<file path="config.mk">
export PLATFORM = sky130hd
export DESIGN_NAME = msx_slot_io_bridge_flat
export DESIGN_NICKNAME = d
export VERILOG_FILES = /design/src/rtl/msx_slot_io_bridge_if.sv /design/src/rtl/msx_slot_io_bridge.sv /design/src/flat_wrapper.sv
export SDC_FILE = /design/constraint.sdc
export NUM_CORES = 1
export LEC_CHECK = 0
export CAP_MARGIN = 5
export CELL_PAD_IN_SITES_DETAIL_PLACEMENT = 1
export CELL_PAD_IN_SITES_GLOBAL_PLACEMENT = 1
export CORE_MARGIN = 3
export CORE_UTILIZATION = 45
export DETAILED_ROUTE_END_ITERATION = 10
export GPL_TIMING_DRIVEN = 1
export PLACE_DENSITY = 0.86
export SETUP_SLACK_MARGIN = 0.1
export SYNTH_ARGS = -nofsm -noshare
export SYNTH_HDL_FRONTEND = slang
export SYNTH_SLANG_ARGS = --single-unit
</file>
<file path="constraint.sdc">
create_clock -name clk -period 3.48 [get_ports clk]
set_clock_uncertainty 0.1 [all_clocks]
set_input_delay 0.522 -clock clk [delete_from_list [all_inputs] [get_ports clk]]
set_output_delay 0.522 -clock clk [all_outputs]
set_load 0.05 [all_outputs]
</file>
<file path="src/rtl/msx_slot_io_bridge_if.sv">
// Downstream request/response channel between the MSX slot I/O bridge and the I/O fabric.
interface msx_slot_io_bridge_if;
  logic       bus_valid;
  logic       bus_ready;
  logic       bus_write;
  logic [1:0] bus_address;
  logic [7:0] bus_wdata;
  logic [7:0] bus_rdata;
  logic       bus_rdata_en;

  modport master (
    output bus_valid, bus_write, bus_address, bus_wdata,
    input  bus_ready, bus_rdata, bus_rdata_en
  );

  modport slave (
    input  bus_valid, bus_write, bus_address, bus_wdata,
    output bus_ready, bus_rdata, bus_rdata_en
  );
endinterface

</file>
<file path="src/rtl/msx_slot_io_bridge.sv">
// Bridges asynchronous Z80 slot I/O cycles on four ports to a synchronous valid/ready bus,
// buffering writes in a small FIFO and stretching reads with WAIT until data returns.
module msx_slot_io_bridge #(
  parameter logic [7:0] IO_BASE    = 8'h88,
  parameter int         FIFO_DEPTH = 4
) (
  input  logic                 clk,
  input  logic                 reset,
  input  logic [7:0]           slot_a,
  input  logic [7:0]           slot_d_in,
  output logic [7:0]           slot_d_out,
  output logic                 slot_data_dir,
  input  logic                 slot_iorq_n,
  input  logic                 slot_rd_n,
  input  logic                 slot_wr_n,
  output logic                 slot_wait,
  input  logic                 init_busy,
  msx_slot_io_bridge_if.master bus
);
  localparam int AW = $clog2(FIFO_DEPTH);
  localparam int CW = AW + 1;

  typedef enum logic [2:0] {
    ST_IDLE, ST_RD_DRAIN, ST_RD_REQ, ST_RD_WAIT, ST_RD_HOLD
  } state_t;

  state_t        state_q, state_d;
  logic [2:0]    sync1_q, sync2_q;
  logic          wr_act_q, rd_act_q, settled_q, armed_q;
  logic          wr_act, rd_act, wr_act_s1, rd_act_s1, addr_hit, wr_acc, rd_acc;
  logic [9:0]    mem_q [FIFO_DEPTH];
  logic [AW-1:0] wptr_q, rptr_q;
  logic [CW-1:0] count_q;
  logic          fifo_full, fifo_ne, fifo_phase, push, pop;
  logic [9:0]    push_data, head;
  logic          pend_vld_q, pend_vld_d, ovf_vld_q, ovf_vld_d;
  logic [9:0]    pend_data_q, pend_data_d, ovf_data_q, ovf_data_d;
  logic [1:0]    rd_addr_q;
  logic [7:0]    rdata_q;
  logic          rd_capture;

  // Strobe synchronisers and edge detection; sync bits are {iorq, rd, wr}.
  always_ff @(posedge clk or posedge reset) begin
    if (reset) begin
      sync1_q   <= '1;
      sync2_q   <= '1;
      wr_act_q  <= 1'b0;
      rd_act_q  <= 1'b0;
      settled_q <= 1'b0;
      armed_q   <= 1'b0;
    end else begin
      sync1_q   <= {slot_iorq_n, slot_rd_n, slot_wr_n};
      sync2_q   <= sync1_q;
      wr_act_q  <= wr_act;
      rd_act_q  <= rd_act;
      settled_q <= 1'b1;
      armed_q   <= armed_q | (settled_q & ~(wr_act | rd_act | wr_act_s1 | rd_act_s1));
    end
  end

  assign wr_act    = ~sync2_q[2] & ~sync2_q[0];
  assign rd_act    = ~sync2_q[2] & ~sync2_q[1];
  assign wr_act_s1 = ~sync1_q[2] & ~sync1_q[0];
  assign rd_act_s1 = ~sync1_q[2] & ~sync1_q[1];
  assign addr_hit  = (slot_a[7:2] == IO_BASE[7:2]);
  // A strobe already low across reset release must not look like a new access.
  assign wr_acc    = armed_q & addr_hit & wr_act & ~wr_act_q;
  assign rd_acc    = armed_q & addr_hit & rd_act & ~rd_act_q & (state_q == ST_IDLE);

  assign fifo_full  = (count_q == CW'(FIFO_DEPTH));
  assign fifo_ne    = (count_q != '0);
  assign fifo_phase = (state_q == ST_IDLE) || (state_q == ST_RD_DRAIN);
  assign head       = mem_q[rptr_q];
  assign pop        = fifo_ne & fifo_phase & bus.bus_ready;

  always_comb begin
    push        = 1'b0;
    push_data   = pend_data_q;
    pend_vld_d  = pend_vld_q;
    pend_data_d = pend_data_q;
    ovf_vld_d   = ovf_vld_q;
    ovf_data_d  = ovf_data_q;
    if (ovf_vld_q) begin
      if (!fifo_full) begin
        push      = 1'b1;
        push_data = ovf_data_q;
        ovf_vld_d = 1'b0;
      end
    end else if (pend_vld_q) begin
      pend_vld_d = 1'b0;
      if (!fifo_full || pop) begin
        push = 1'b1;
      end else begin
        ovf_vld_d  = 1'b1;
        ovf_data_d = pend_data_q;
      end
    end
    if (wr_acc) begin
      pend_vld_d  = 1'b1;
      pend_data_d = {slot_a[1:0], slot_d_in};
    end
  end

  assign rd_capture = bus.bus_rdata_en &
                      (((state_q == ST_RD_REQ) && bus.bus_ready) || (state_q == ST_RD_WAIT));

  always_ff @(posedge clk or posedge reset) begin
    if (reset) begin
      state_q    <= ST_IDLE;
      wptr_q     <= '0;
      rptr_q     <= '0;
      count_q    <= '0;
      pend_vld_q <= 1'b0;
      ovf_vld_q  <= 1'b0;
      rdata_q    <= 8'h00;
    end else begin
      state_q    <= state_d;
      wptr_q     <= wptr_q + AW'(push);
      rptr_q     <= rptr_q + AW'(pop);
      count_q    <= count_q + CW'(push) - CW'(pop);
      pend_vld_q <= pend_vld_d;
      ovf_vld_q  <= ovf_vld_d;
      if (rd_capture) rdata_q <= bus.bus_rdata;
    end
  end

  always_ff @(posedge clk) begin
    if (push) mem_q[wptr_q] <= push_data;
    pend_data_q <= pend_data_d;
    ovf_data_q  <= ovf_data_d;
    if (rd_acc) rd_addr_q <= slot_a[1:0];
  end

  always_comb begin
    state_d = state_q;
    case (state_q)
      ST_IDLE:     if (rd_acc) state_d = ST_RD_DRAIN;
      // Queued writes must reach the bus before the read that follows them.
      ST_RD_DRAIN: if (!fifo_ne && !ovf_vld_q && !pend_vld_q) state_d = ST_RD_REQ;
      ST_RD_REQ:   if (bus.bus_ready) state_d = bus.bus_rdata_en ? ST_RD_HOLD : ST_RD_WAIT;
      ST_RD_WAIT:  if (bus.bus_rdata_en) state_d = ST_RD_HOLD;
      ST_RD_HOLD:  if (!rd_act) state_d = ST_IDLE;
      default:     state_d = ST_IDLE;
    endcase
  end

  always_comb begin
    bus.bus_valid   = 1'b0;
    bus.bus_write   = 1'b0;
    bus.bus_address = 2'b00;
    bus.bus_wdata   = 8'h00;
    if (fifo_ne && fifo_phase) begin
      bus.bus_valid   = 1'b1;
      bus.bus_write   = 1'b1;
      bus.bus_address = head[9:8];
      bus.bus_wdata   = head[7:0];
    end else if (state_q == ST_RD_REQ) begin
      bus.bus_valid   = 1'b1;
      bus.bus_address = rd_addr_q;
    end
    slot_wait     = init_busy | ovf_vld_q | (state_q == ST_RD_DRAIN) |
                    (state_q == ST_RD_REQ) | (state_q == ST_RD_WAIT);
    slot_data_dir = (state_q == ST_RD_HOLD) & rd_act;
    slot_d_out    = rdata_q;
  end
endmodule
</file>
<file path="src/flat_wrapper.sv">
// flat-port wrapper written by rule: the top's interface ports become plain ports
module msx_slot_io_bridge_flat 
#(
  parameter logic [7:0] IO_BASE    = 8'h88,
  parameter int         FIFO_DEPTH = 4
)
  (clk, reset, slot_a, slot_d_in, slot_d_out, slot_data_dir, slot_iorq_n, slot_rd_n, slot_wr_n, slot_wait, init_busy, bus_bus_valid, bus_bus_write, bus_bus_address, bus_bus_wdata, bus_bus_ready, bus_bus_rdata, bus_bus_rdata_en);
  msx_slot_io_bridge_if bus_i ();
  input  logic clk;
  input  logic reset;
  input  logic [7:0] slot_a;
  input  logic [7:0] slot_d_in;
  output logic [7:0] slot_d_out;
  output logic slot_data_dir;
  input  logic slot_iorq_n;
  input  logic slot_rd_n;
  input  logic slot_wr_n;
  output logic slot_wait;
  input  logic init_busy;
  output wire logic [$bits(bus_i.bus_valid)-1:0] bus_bus_valid;
  output wire logic [$bits(bus_i.bus_write)-1:0] bus_bus_write;
  output wire logic [$bits(bus_i.bus_address)-1:0] bus_bus_address;
  output wire logic [$bits(bus_i.bus_wdata)-1:0] bus_bus_wdata;
  input wire logic [$bits(bus_i.bus_ready)-1:0] bus_bus_ready;
  input wire logic [$bits(bus_i.bus_rdata)-1:0] bus_bus_rdata;
  input wire logic [$bits(bus_i.bus_rdata_en)-1:0] bus_bus_rdata_en;
  assign bus_bus_valid = bus_i.bus_valid;
  assign bus_bus_write = bus_i.bus_write;
  assign bus_bus_address = bus_i.bus_address;
  assign bus_bus_wdata = bus_i.bus_wdata;
  assign bus_i.bus_ready = bus_bus_ready;
  assign bus_i.bus_rdata = bus_bus_rdata;
  assign bus_i.bus_rdata_en = bus_bus_rdata_en;
  msx_slot_io_bridge #(.IO_BASE(IO_BASE), .FIFO_DEPTH(FIFO_DEPTH)) u_core (.clk(clk), .reset(reset), .slot_a(slot_a), .slot_d_in(slot_d_in), .slot_d_out(slot_d_out), .slot_data_dir(slot_data_dir), .slot_iorq_n(slot_iorq_n), .slot_rd_n(slot_rd_n), .slot_wr_n(slot_wr_n), .slot_wait(slot_wait), .init_busy(init_busy), .bus(bus_i));
endmodule
</file>
Yosys cells after proc, flatten, opt, wreduce, memory -nomap -nowiden
Memories as Yosys holds them, arrays and structs flattened.
Index checks and enable logic that the tools add are counted.

cells by class
  add/sub/neg operators = 4
  eq/ne operators = 12
  reduce and logical (&&, ||, !) cells = 15
  bitwise logic cells = 34
  muxes and demuxes = 27

operator list
  cell                                                    number
  2-to-1 mux 10 bit                                       2
  2-to-1 mux 3 bit                                        6
  bitwise AND 1 bit                                       15
  2-to-1 mux 1 bit                                        15
  one-hot mux 3 bit (5 select lines)                      1
  NOT 1 bit                                               11
  2-to-1 mux 8 bit                                        1
  OR 1 bit                                                8
  == test 3 x 2 -> 1 bit (second input constant)          2
  == test 3 bit (second input constant)                   2
  == test 6 bit (second input constant)                   1
  inequality test 2 x 1 -> 1 bit (second input constant)  3
  inequality test 2 bit (second input constant)           3
  AND reduction 5 bit                                     1
  adder 2 x 1 -> 2 bit                                    2
  logical AND 1 bit                                       4
  zero test 1 bit                                         4
  2-to-1 mux 2 bit                                        2
  adder 3 x 1 -> 3 bit                                    1
  == test 3 x 1 -> 1 bit (second input constant)          1
  zero test 3 bit                                         1
  logical OR 1 bit                                        3
  AND reduction 3 bit                                     1
  nonzero test 3 bit                                      1
  subtractor 3 x 1 -> 3 bit                               1

word-level totals
  register bits = 52
  logic and storage cells = 109
  output and inout port bits = 22
  input bits = 32
  RAM bits = 40
  memories kept = 1

memories
  memory        depth  width  rd ports  clocked after Yosys merged registers in  write ports  line                      RTL
  u_core.mem_q  4      10     1         0                                        1            msx_slot_io_bridge.sv:31  logic [9:0] mem_q [FIFO_DEPTH];

Logic depth before layout (Yosys ltp)
Gate-level depths: netlist (run 1).

  word-level depth = 10
  depth in mapped cells = 10
  depth with buffers taken out = 9

Worst setup path after synthesis (run 1)
Ideal clock, no wire load.

  path kind = input port to flip-flop
  from = input port slot_a[2]
  to = register u_core.pend_data_q[0] (enable)
  data required time = 2973 ps
  library setup time = 407 ps
  path buffers = 0
  path slack = 1036 ps
  data arrival time = 1937 ps
  stages = 3
  cell sequence = nor3b_1 nand4_1 nor4_1

between the ends
  word-level cells in the longest chain between the ends = 4

ends and longest elaborated chain
  item                            line                       RTL
  start: declaration              flat_wrapper.sv:11         input logic [7:0] slot_a;
  == test 6 bit                   msx_slot_io_bridge.sv:65   assign addr_hit = (slot_a[7:2] == IO_BASE[7:2]);
  bitwise AND 1 bit (3 in a row)  msx_slot_io_bridge.sv:67   assign wr_acc = armed_q & addr_hit & wr_act & ~wr_act_q;
  end signal: assignment          msx_slot_io_bridge.sv:129  pend_data_q <= pend_data_d;
  end: declaration                msx_slot_io_bridge.sv:37   logic [9:0] pend_data_q, pend_data_d, ovf_data_q, ovf_data_d;

No other way between the ends.
A chain may end at the register's enable or synchronous reset.

Final worst setup path (run 1)
  from = register u_core.rptr_q[0]
  to = output port bus_bus_wdata[6]

between the ends
  word-level cells in the longest chain between the ends = 2

ends and longest elaborated chain
  item                      line                       RTL
  start: declaration        msx_slot_io_bridge.sv:32   logic [AW-1:0] wptr_q, rptr_q;
  start signal: assignment  msx_slot_io_bridge.sv:119  rptr_q <= rptr_q + AW'(pop);
  memory read (4 x 10 bit)  --
  2-to-1 mux 8 bit          msx_slot_io_bridge.sv:152  if (fifo_ne && fifo_phase) begin
  end: declaration          flat_wrapper.sv:23         output wire logic [$bits(bus_i.bus_wdata)-1:0] bus_bus_wdata;

No other way between the ends.

==> results of run 1 <==
[path summary, 6_finish.rpt]
| kind | to | depth (start not counted) | slack, ps | startpoint |
|---|---|---|---|---|
| min | u_core.sync2_q[2]$_DFF_PP1_ | 0 | 270 | u_core.sync1_q[2]$_DFF_PP1_ |
| max | bus_bus_wdata[6] | 4 | 340 | u_core.rptr_q[0]$_DFF_PP0_ |
| min in group asynchronous | u_core.slot_d_out[2]$_DFFE_PP0P_ | 2 | 320 | reset |
| max reg2reg | u_core.count_q[2]$_DFF_PP0_ | 9 | 960 | u_core.count_q[0]$_DFF_PP0_ |
| max in group asynchronous | u_core.sync1_q[1]$_DFF_PP1_ | 3 | 2270 | reset |
| min reg2reg | u_core.sync2_q[2]$_DFF_PP1_ | 0 | 270 | u_core.sync1_q[2]$_DFF_PP1_ |
[cell usage after synthesis]
master,number
buf_2,1
inv_1,8
mux4_2,10
nand2b_1,2
fa_1,1
xor2_1,2
mux2_2,19
nor2_2,1
nand4_1,1
or4b_2,1
or4_1,1
o311ai_1,1
a31o_2,1
nor2_1,13
a21oi_1,3
edfxtp_1,62
dfstp_2,6
nor3b_1,3
nor4_1,1
and3_1,8
nand2_1,5
xnor2_1,2
and2_1,1
ha_1,4
or3_4,1
a22o_1,2
nand4b_1,1
nand3_1,3
a21o_1,2
clkbuf_1,4
a211o_1,1
nor2b_1,1
o21ai_0,4
dfrtp_1,24
conb_1,1
or2_1,1
nor3_1,4
[per-layer routing]
layer | up-vias | share of wire, % | GRT usage (%) | wire length [um]
met2 | 62 | 54 | 34.4 | 4340
li1 | 911 | - | - | -
met1 | 1059 | 40 | 22.8 | 3210
met5 | - | 0 | 0 | 0
met4 | 0 | 1.9 | 9.86 | 152
met3 | 13 | 3.7 | 4.03 | 299
[registers in the layout, summed over array words and instances (netlist names)]
register	count
u_core.mem_q	40
u_core.ovf_data_q	10
u_core.pend_data_q	10
u_core.slot_d_out	8
u_core.count_q	3
u_core.state_q	3
u_core.sync1_q	3
u_core.sync2_q	3
u_core.rd_addr_q	2
u_core.rptr_q	2
u_core.wptr_q	2
u_core.armed_q	1
u_core.ovf_vld_q	1
u_core.pend_vld_q	1
u_core.rd_act_q	1
u_core.settled_q	1
u_core.wr_act_q	1
[power groups by stage]
| stage | clock network, mW | logic, mW | registers, mW |
|---|---|---|---|
| floorplan | 0 | 0.648 | 1.27 |
| global placement | 0 | 0.885 | 1.30 |
| detailed placement | 0 | 0.908 | 1.30 |
| CTS | 0.686 | 0.920 | 1.28 |
| global route | 0.732 | 0.963 | 1.29 |
| finish | 0.667 | 0.909 | 1.28 |
[through the flow]
stage          setup WS, ps  cells
2_1_floorplan          1040    206
3_3_place_gp            727    362
3_5_place_dp            713    362
4_1_cts                 300    378
5_1_grt                 198    378
6_report                342    378
[kinds of logic after synthesis]
family | share of synthesized area, %
flip-flops | 73.3
AND/OR/NAND/NOR | 7.35
multiplexers | 12.3
AO/OA/AOI/OAI | 2.63
buffers and inverters | 1.40
adder cells (fa/ha/maj) | 1.96
XOR/XNOR | 0.980
other | 0.105
[cell type report]
type,instances,area (um^2),share of cell area (%)
timing repair buffer,62,598,13.4
multi-input combinational,101,911,20.4
sequential,92,2620,58.7
clock inverter,7,60.1,1.34
tap,99,124,2.77
clock buffer,9,124,2.77
inverter,8,30.0,0.672
[critical path, stage by stage, from the launching register on]
cell and delay [ps]:
dfrtp_1 520, buf_4 250, mux4_2 500, and3_1 190, clkdlybuf4s50_1 690
[cells in the final DEF (no fill, tap or decap), types with 2 or more instances in the layout]
cell type,count
a21o_1,2
a21oi_1,3
a22o_1,2
and3_1,8
buf_4,9
clkbuf_8,9
clkdlybuf4s50_1,53
clkinv_2,2
dfrtp_1,24
dfstp_2,6
edfxtp_1,62
ha_1,4
inv_1,8
inv_6,3
mux2_2,19
mux4_2,10
nand2_1,5
nand2b_1,2
nand3_1,3
nor2_1,13
nor3_1,4
nor3b_1,3
o21ai_0,4
xnor2_1,2
xor2_1,2
==> flow_metrics.tcl, run 1 <==
set metrics [dict create \
    cp-start-kind "flip-flop" \
    yosys.area.top_type "edfxtp_1" \
    dp.final_hpwl_um 5730 \
    vias 2045 \
    max_slew.worst_pin.slew_ps 545 \
    p_clk_share_pct 23.4 \
    p_sw_mw 0.990 \
    status "finished, final reports clean" \
    vdd_drop_max_mv 0.637 \
    post_route_cells_drive_above_1_share_pct 23.3 \
    setup_viol 0 \
    combPwrFrac_pct 31.9 \
    die_h_um 95.1 \
    cts_tree "yes" \
    wl_um 8000 \
    fin_setup_tns_ps 0 \
    worstSetupEndpointType "primary output" \
    antenna_found_initial 0 \
    pwr-share-seq_pct 44.8 \
    ys_seq_area_share_pct 73.3 \
    start_util_pct 47.8 \
    fmax_mhz 319 \
    cts_sinks 92 \
    areaGrowthSynthToFinish_pct 25.0 \
    postSynthAreaPerCell_um2 17.4 \
    gr-total-overflow 0 \
    nets 311 \
    holdBufCountCts 0 \
    critPathArrivalTime_ps 2520 \
    ys_seq_elements 92 \
    clockBufferDepth 2 \
    clk_pin_slew_worst_paths_ps 90 \
    diodes 0 \
    drtIter0Drc 115 \
    synth.area.top_cells "edfxtp_1 (52%), dfrtp_1 (17%), mux4_2 (6.3%), mux2_2 (6.0%), dfstp_2 (4.4%)" \
    p_int_mw 1.86 \
    post_cts_buffers 0 \
    power_mw 2.86 \
    syn-instance-count 206 \
    fin_crit_sh_pct 90.2 \
    io_pins 54 \
    cts_made_buffers 9 \
    dr.pass1.iters 4 \
    p_sw_share_pct 34.7 \
    cap_violations 0 \
    htree_levels 3 \
    die_area_um2 9050 \
    root_buffer "clkbuf_8" \
    synth.yosys.warnings 0 \
    synth_top_area_share_pct 52.1 \
    viasPerCell 5.41 \
    utilization_pct 59.7 \
    gp_congestion 0.767 \
    min_path_type "flip-flop to flip-flop" \
    antenna_left 0 \
    max-slew-margin-rel_pct 63.5 \
    min_period_ps 3140 \
    die_x_um 95.1 \
    route.detailed.drc 0 \
    portBuffers 53 \
    cp_max_fo 7 \
    ctsResizeCount 0 \
    finalHoldViolations 0 \
    grt_pass1_wl_um 12600 \
    cp.required_ps 2860 \
    post_dp_cell_area_um2 4280 \
    powerDensity_nw_per_um2 639 \
    yosysUniqueCellTypes 37 \
    holdWs_ps 271 \
    wire_per_inst_um 21.2 \
    fillCellCount 676 \
    grt_max_degree 23 \
    rsz0062_at_grt "no" \
    maxSlewViolCount 0 \
    synth_fp_nets 243 \
    first_global_vias 2318 \
    path_class "flip-flop to primary output" \
    syn_area_um2 3570 \
    rows 31 \
    core_area_um2 7490 \
    power_leakage_nw 1.66 \
    grt_use_total_pct 19.6 \
    clock_latency_ps 370 \
    fin_area_um2 4470 \
]
Note: power is estimated with default switching activity, not from simulation.
==> inputs of run 2 (changes only) <==
--- a/config.mk
+++ b/config.mk
@@ -5,14 +5,17 @@
 export SDC_FILE = /design/constraint.sdc
 export NUM_CORES = 1
 export LEC_CHECK = 0
+export ABC_AREA = 1
 export CAP_MARGIN = 5
 export CELL_PAD_IN_SITES_DETAIL_PLACEMENT = 1
 export CELL_PAD_IN_SITES_GLOBAL_PLACEMENT = 1
 export CORE_MARGIN = 3
 export CORE_UTILIZATION = 45
+export CTS_CLUSTER_DIAMETER = 80
 export DETAILED_ROUTE_END_ITERATION = 10
+export DONT_BUFFER_PORTS = 1
 export GPL_TIMING_DRIVEN = 1
-export PLACE_DENSITY = 0.86
+export PLACE_DENSITY = 0.78
 export SETUP_SLACK_MARGIN = 0.1
 export SYNTH_ARGS = -nofsm -noshare
 export SYNTH_HDL_FRONTEND = slang
==> run 2 against run 1 <==
Sequential share of layout area up 4.4 points. First-iteration DRC count down 8.7%. Combinational power up 35%. Power up 21%. Non-clock buffer count down 48. Register-to-register slack better by 210 ps. Routed wire length down 1.8%. Core utilization down 7.2 points. Cell count up 16%. Area after synthesis up 5.4%. Die area up 5.1%. Worst setup slack better by 310 ps.
==> flow_metrics.tcl, run 2 <==
set metrics [dict create \
    setup_viol 0 \
    synth_xor_area_share_pct 0.697 \
    syn_area_um2 3770 \
    synth_fp_nets 351 \
    synth.area.top_cells "edfxtp_1 (49%), dfrtp_1 (16%), nor2_1 (5.5%), nand2_1 (4.5%), dfstp_2 (4.2%)" \
    synth_edf_count 62 \
    die_area_um2 9510 \
    start_util_pct 47.5 \
    dp.final_hpwl_um 5600 \
    die_x_um 97.5 \
    cts_tree "yes" \
    postSynthAreaPerCell_um2 12.0 \
    synth-simple-area-share_pct 12.3 \
    synth_top_area_share_pct 49.4 \
    dr.pass1.iters 4 \
    clk_pin_slew_worst_paths_ps 90 \
    status "finished, final reports clean" \
    antenna_left 0 \
    viasPerCell 5.15 \
    antenna_found_initial 0 \
    powerDensity_nw_per_um2 834 \
    top_register "u_core.mem_q" \
    core_area_um2 7930 \
    root_buffer "clkbuf_8" \
    rsz0062_at_grt "no" \
    stdcell_count 438 \
    die_h_um 97.5 \
    grt_use_total_pct 17.3 \
    ctsResizeCount 0 \
    clockBufferDepth 2 \
    fin_crit_sh_pct 81.2 \
    cp.required_ps 2860 \
    synth-adder-area-share_pct 1.86 \
    synth_flop_cell "edfxtp_1" \
    worstSetupEndpointType "primary output" \
    fmax_mhz 354 \
    max_slew.worst_pin.slew_ps 1020 \
    finalHoldViolations 0 \
    ys_seq_area_share_pct 69.5 \
    first_global_vias 2463 \
    cp-start-kind "flip-flop" \
    grt_max_degree 26 \
    gr-total-overflow 0 \
    synth_top_family_by_area "simple AND/OR/NAND/NOR gates" \
    rows 32 \
    async_flop_share_pct 32.6 \
    dpl.cell_count 422 \
    ys_top_cells_by_count "edfxtp_1 (62), nor2_1 (55), nand2_1 (45)" \
    cap_violations 0 \
    synth.yosys.warnings 0 \
    route.detailed.drc 0 \
    vdd_drop_max_mv 0.481 \
    wire_per_inst_um 17.9 \
    nets 368 \
    htree_levels 3 \
    diodes 0 \
    mostFrequentLayoutCells "edfxtp_1 (62), nor2_1 (55), nand2_1 (45)" \
    fillCellCount 851 \
    clock_latency_ps 360 \
    portBuffers 0 \
    holdBufCountCts 0 \
    path_class "flip-flop to primary output" \
    reg_top3 "u_core.mem_q x40, u_core.ovf_data_q x10, u_core.pend_data_q x10" \
    cts_made_buffers 9 \
    fin_setup_tns_ps 0 \
    drtIter0Drc 105 \
    min_path_type "input pin to flip-flop" \
    critPathArrivalTime_ps 2200 \
    layout_commonest_cell "edfxtp_1" \
    yosys.area.top_type "edfxtp_1" \
    yosysMostFrequentCell "edfxtp_1" \
    max-slew-margin-rel_pct 32.0 \
    yosysUniqueCellTypes 33 \
    min_period_ps 2830 \
    io_pins 54 \
    synthMuxAreaShare_pct 2.99 \
    grt_pass1_wl_um 12700 \
    syn-instance-count 314 \
    ys_seq_elements 92 \
    wl_um 7860 \
    cp_max_fo 12 \
    power_leakage_nw 1.72 \
    cts_sinks 92 \
    post_cts_buffers 0 \
    vias 2254 \
    areaGrowthSynthToFinish_pct 10.3 \
    maxSlewViolCount 0 \
    synth_compound_area_share_pct 7.90 \
    gp_congestion 0.757 \
    post_route_cells_drive_above_1_share_pct 18.5 \
    largest_reg_flops 40 \
]
[run 2: cell types whose count changed after synthesis, moves of 9 or more]
cell	previous run	this run
nor2_1	13	55
nand2_1	5	45
inv_1	8	33
o21ai_0	4	22
mux4_2	10	0
mux2_2	19	10
o21ai_2	0	9
[run 2: cell families after synthesis]
family          Yosys count
fa+ha+maj                 5
other cells               1
simple gates            114
mux                      10
xor+xnor                  3
buf+inv                  43
flops                    92
compound gates           46
[run 2: path summary, 6_finish.rpt]
check,slack [ps],endpoint,startpoint,cells past startpoint
worst max register to register,1170,u_core.count_q[2]$_DFF_PP0_,u_core.count_q[0]$_DFF_PP0_,9
worst min-delay path,50,u_core.sync1_q[1]$_DFF_PP1_,slot_rd_n,0
worst max-delay path,650,bus_bus_address[1],u_core.count_q[0]$_DFF_PP0_,6
min in group asynchronous,190,u_core.slot_d_out[2]$_DFFE_PP0P_,reset,1
max in group asynchronous,2330,u_core.sync2_q[1]$_DFF_PP1_,reset,2
worst min register to register,280,u_core.sync2_q[1]$_DFF_PP1_,u_core.sync1_q[1]$_DFF_PP1_,0
[run 2: worst max-delay path, cell delays in order, from the launching register on]
cell     delay, ps
dfrtp_1        450
nor2_1          90
nand2_1         80
nand3_2        270
inv_1          480
nand2_1        110
nand2_1        370
[run 2: routing by layer]
layer	wire, um	vias to the layer above	GRT usage (%)
met1	3370	1122	20.7
li1	-	1073	-
met4	89	0	5.11
met5	0	-	0
met3	408	8	5.81
met2	3990	51	29.6
[run 2: layout make-up]
| class | instances | area (um^2) | share of cell area, % |
|---|---|---|---|
| clock buffer | 9 | 124 | 2.98 |
| clock inverter | 7 | 76.3 | 1.84 |
| sequential | 92 | 2620 | 63.0 |
| inverter | 35 | 131 | 3.16 |
| multi-input combinational | 179 | 972 | 23.4 |
| tap | 102 | 128 | 3.07 |
| timing repair buffer | 14 | 105 | 2.53 |
[run 2: per-stage QoR]
stage                     util (%)  hold slack (ps)  area (um^2)  setup WS [ps]  power, mW
after floorplan                  -              254         3770           1280       2.48
after global placement        49.9              255         3960           1090       2.73
after detailed placement      49.9              257         3960           1010       2.78
after CTS                     52.4             32.3         4160            611       3.51
after global routing          52.4             25.0         4160            476       3.66
final                         52.4             53.4         4160            655       3.46
[run 2: power breakdown]
group | leakage, nW | total (mW) | internal, mW | switching [mW]
clock network | 0.101 | 0.714 | 0.337 | 0.377
registers | 0.914 | 1.52 | 1.26 | 0.261
logic | 0.705 | 1.23 | 0.330 | 0.903
==> inputs of run 3 (changes only) <==
==> constraint.sdc (replaced) <==
create_clock -name clk -period 2.8 [get_ports clk]
set_clock_uncertainty 0.1 [all_clocks]
set_input_delay 0.42 -clock clk [delete_from_list [all_inputs] [get_ports clk]]
set_output_delay 0.42 -clock clk [all_outputs]
set_load 0.05 [all_outputs]
==> run 3 against run 2 <==
Global-route usage grew 0.83 points. Sequential power rose by 22%. Sequential share of layout area shrank 0.95 points. Flip-flop and latch count stayed put. Hold slack worse by 9.7 ps. Non-clock buffer count increased by 8. Register-to-register slack lost 760 ps. Routed wire length grew 4.0%. Combinational power grew 33%.
==> flow_metrics.tcl, run 3 (synthesis gave the netlist of run 2 again) <==
set metrics [dict create \
    status "finished, final reports clean" \
    htree_levels 3 \
    reg2reg_to "u_core.count_q[2]$_DFF_PP0_" \
    min_period_ps 2420 \
    gp_congestion 0.804 \
    max-slew-margin-rel_pct 61.3 \
    vias 2358 \
    die_h_um 97.5 \
    dpl.cell_count 426 \
    core_area_um2 7930 \
    largest_reg_flops 40 \
    slowest_delay_ps 390 \
    maxSlewViolCount 0 \
    grt_pass1_wl_um 13300 \
    path_class "flip-flop to primary output" \
    worstSetupEndpointType "primary output" \
    power_leakage_nw 1.74 \
    start_util_pct 47.5 \
    fin_crit_sh_pct 86.4 \
    holdWs_ps 43.7 \
    cap_violations 0 \
    cp_slowest_cell "dfrtp_1" \
    fillCellCount 820 \
    holdCritStartpoint "slot_d_in[1]" \
    die_area_um2 9510 \
    cts_tree "yes" \
    rows 32 \
    post_route_cells_drive_above_1_share_pct 19.2 \
    finalHoldViolations 0 \
    hold_path_depth 0 \
    clockBufferDepth 2 \
    r2r_slack_ps 410 \
    setup_viol 0 \
    stdcell_count 446 \
    grt_max_degree 31 \
    portBuffers 0 \
    die_x_um 97.5 \
    dp.final_hpwl_um 5820 \
    fmax_mhz 413 \
    min_path_type "input pin to flip-flop" \
    route.detailed.drc 0 \
    vdd_drop_max_mv 0.472 \
    areaGrowthSynthToFinish_pct 12.0 \
    powerDensity_nw_per_um2 1030 \
    wl_um 8170 \
    wire_per_inst_um 18.3 \
    holdPathEnd "u_core.pend_data_q[1]$_DFFE_PP_" \
    top_register "u_core.mem_q" \
    r2r_cells 9 \
    layout_commonest_cell "edfxtp_1" \
    cp_max_fo 13 \
    root_buffer "clkbuf_8" \
    crit_family "simple AND/OR/NAND/NOR gates" \
    antenna_found_initial 0 \
    grt_use_total_pct 18.1 \
    io_pins 54 \
    cp_cell_sequence "inv_1 > o21ai_0 > o22ai_1 > nand2_1 > nand2_1" \
    dr.pass1.iters 4 \
    nets 376 \
    post_dp_cell_area_um2 3990 \
    fin_area_um2 4220 \
    post_cts_buffers 0 \
    antenna_left 0 \
    power_mw 4.36 \
    cp_num_buf_inv 1 \
    clock_latency_ps 360 \
    cp.required_ps 2280 \
    diodes 0 \
    mostFrequentLayoutCells "edfxtp_1 (62), nor2_1 (55), nand2_1 (45)" \
    viasPerCell 5.29 \
    gr-total-overflow 0 \
    clk_pin_slew_worst_paths_ps 100 \
    cts_made_buffers 9 \
    critPathArrivalTime_ps 1900 \
    reg_top3 "u_core.mem_q x40, u_core.ovf_data_q x10, u_core.pend_data_q x10" \
    first_global_vias 2657 \
    fin_setup_tns_ps 0 \
    cts_sinks 92 \
    r2r_start "u_core.count_q[0]$_DFF_PP0_" \
    worst_path_most_repeated_cell "nand2_1" \
    max_slew.worst_pin.slew_ps 578 \
    drtIter0Drc 126 \
    cp-start-kind "flip-flop" \
    rsz0062_at_grt "no" \
]
-- run 3: cell types whose count changed in the layout (fill, tap and decap cells not counted), sizes merged --
| cell | before | now |
|---|---|---|
| buf | 14 | 18 |
| dlygate4sd3 | 0 | 4 |
| clkinv | 5 | 2 |
| clkinvlp | 1 | 3 |
| inv | 35 | 37 |
| bufinv | 1 | 0 |
-- run 3: area by class of cell --
class / instances / area, um^2 / area share [%]
flip-flops and latches: 92 / 2620 / 62.1
multi-input cells: 179 / 972 / 23.0
repair buffers: 22 / 175 / 4.15
inverters: 35 / 131 / 3.11
well taps: 102 / 128 / 3.02
clock buffers: 9 / 124 / 2.94
clock inverters: 7 / 70.1 / 1.66
-- run 3: worst register-to-register path, cell delays in order (launching register included) --
cell,delay [ps]
dfrtp_1,440
nor2_1,150
nand2_1,90
nand3_2,250
nor2_1,150
ha_1,320
inv_1,50
ha_1,190
fa_1,380
xnor2_1,190
-- run 3: worst max-delay path by stage --
stage                                startpoint                     endpoint  cells after the start
global route        u_core.count_q[0]$_DFF_PP0_           bus_bus_address[0]                      6
floorplan           u_core.count_q[0]$_DFF_PP0_  u_core.count_q[2]$_DFF_PP0_                     10
finish               u_core.rptr_q[0]$_DFF_PP0_           bus_bus_address[0]                      5
detailed placement  u_core.count_q[0]$_DFF_PP0_  u_core.count_q[2]$_DFF_PP0_                      9
global placement    u_core.count_q[0]$_DFF_PP0_  u_core.count_q[2]$_DFF_PP0_                      9
CTS                  u_core.rptr_q[0]$_DFF_PP0_           bus_bus_address[0]                      5
-- run 3: per-layer routing --
| metal | routed length (um) | part of all wire [%] | track usage, % |
|---|---|---|---|
| met1 | 3280 | 40 | 20.6 |
| met2 | 4220 | 52 | 31.9 |
| met3 | 493 | 6.0 | 5.67 |
| met4 | 180 | 2.2 | 6.71 |
| met5 | 0 | 0 | 0 |
-- run 3: through the flow --
step | worst slack (ps) | util (%)
after floorplan | 680 | -
after global placement | 589 | 50.3
after detailed placement | 404 | 50.3
after CTS | 345 | 53.2
after global routing | 244 | 53.2
final | 380 | 53.2
-- run 3: power by group --
part	internal (mW)	switching [mW]	total, mW	leakage [nW]
Clock	0.345	0.522	0.867	0.0887
Combinational	0.446	1.19	1.63	0.741
Sequential	1.56	0.300	1.86	0.914
Total	2.35	2.01	4.36	1.74
-- run 3: what timing repair did --
action	4_1_cts	5_1_grt
hold buffers	4	0
endpoints found under the hold margin	27	0
gates resized for setup	0	0
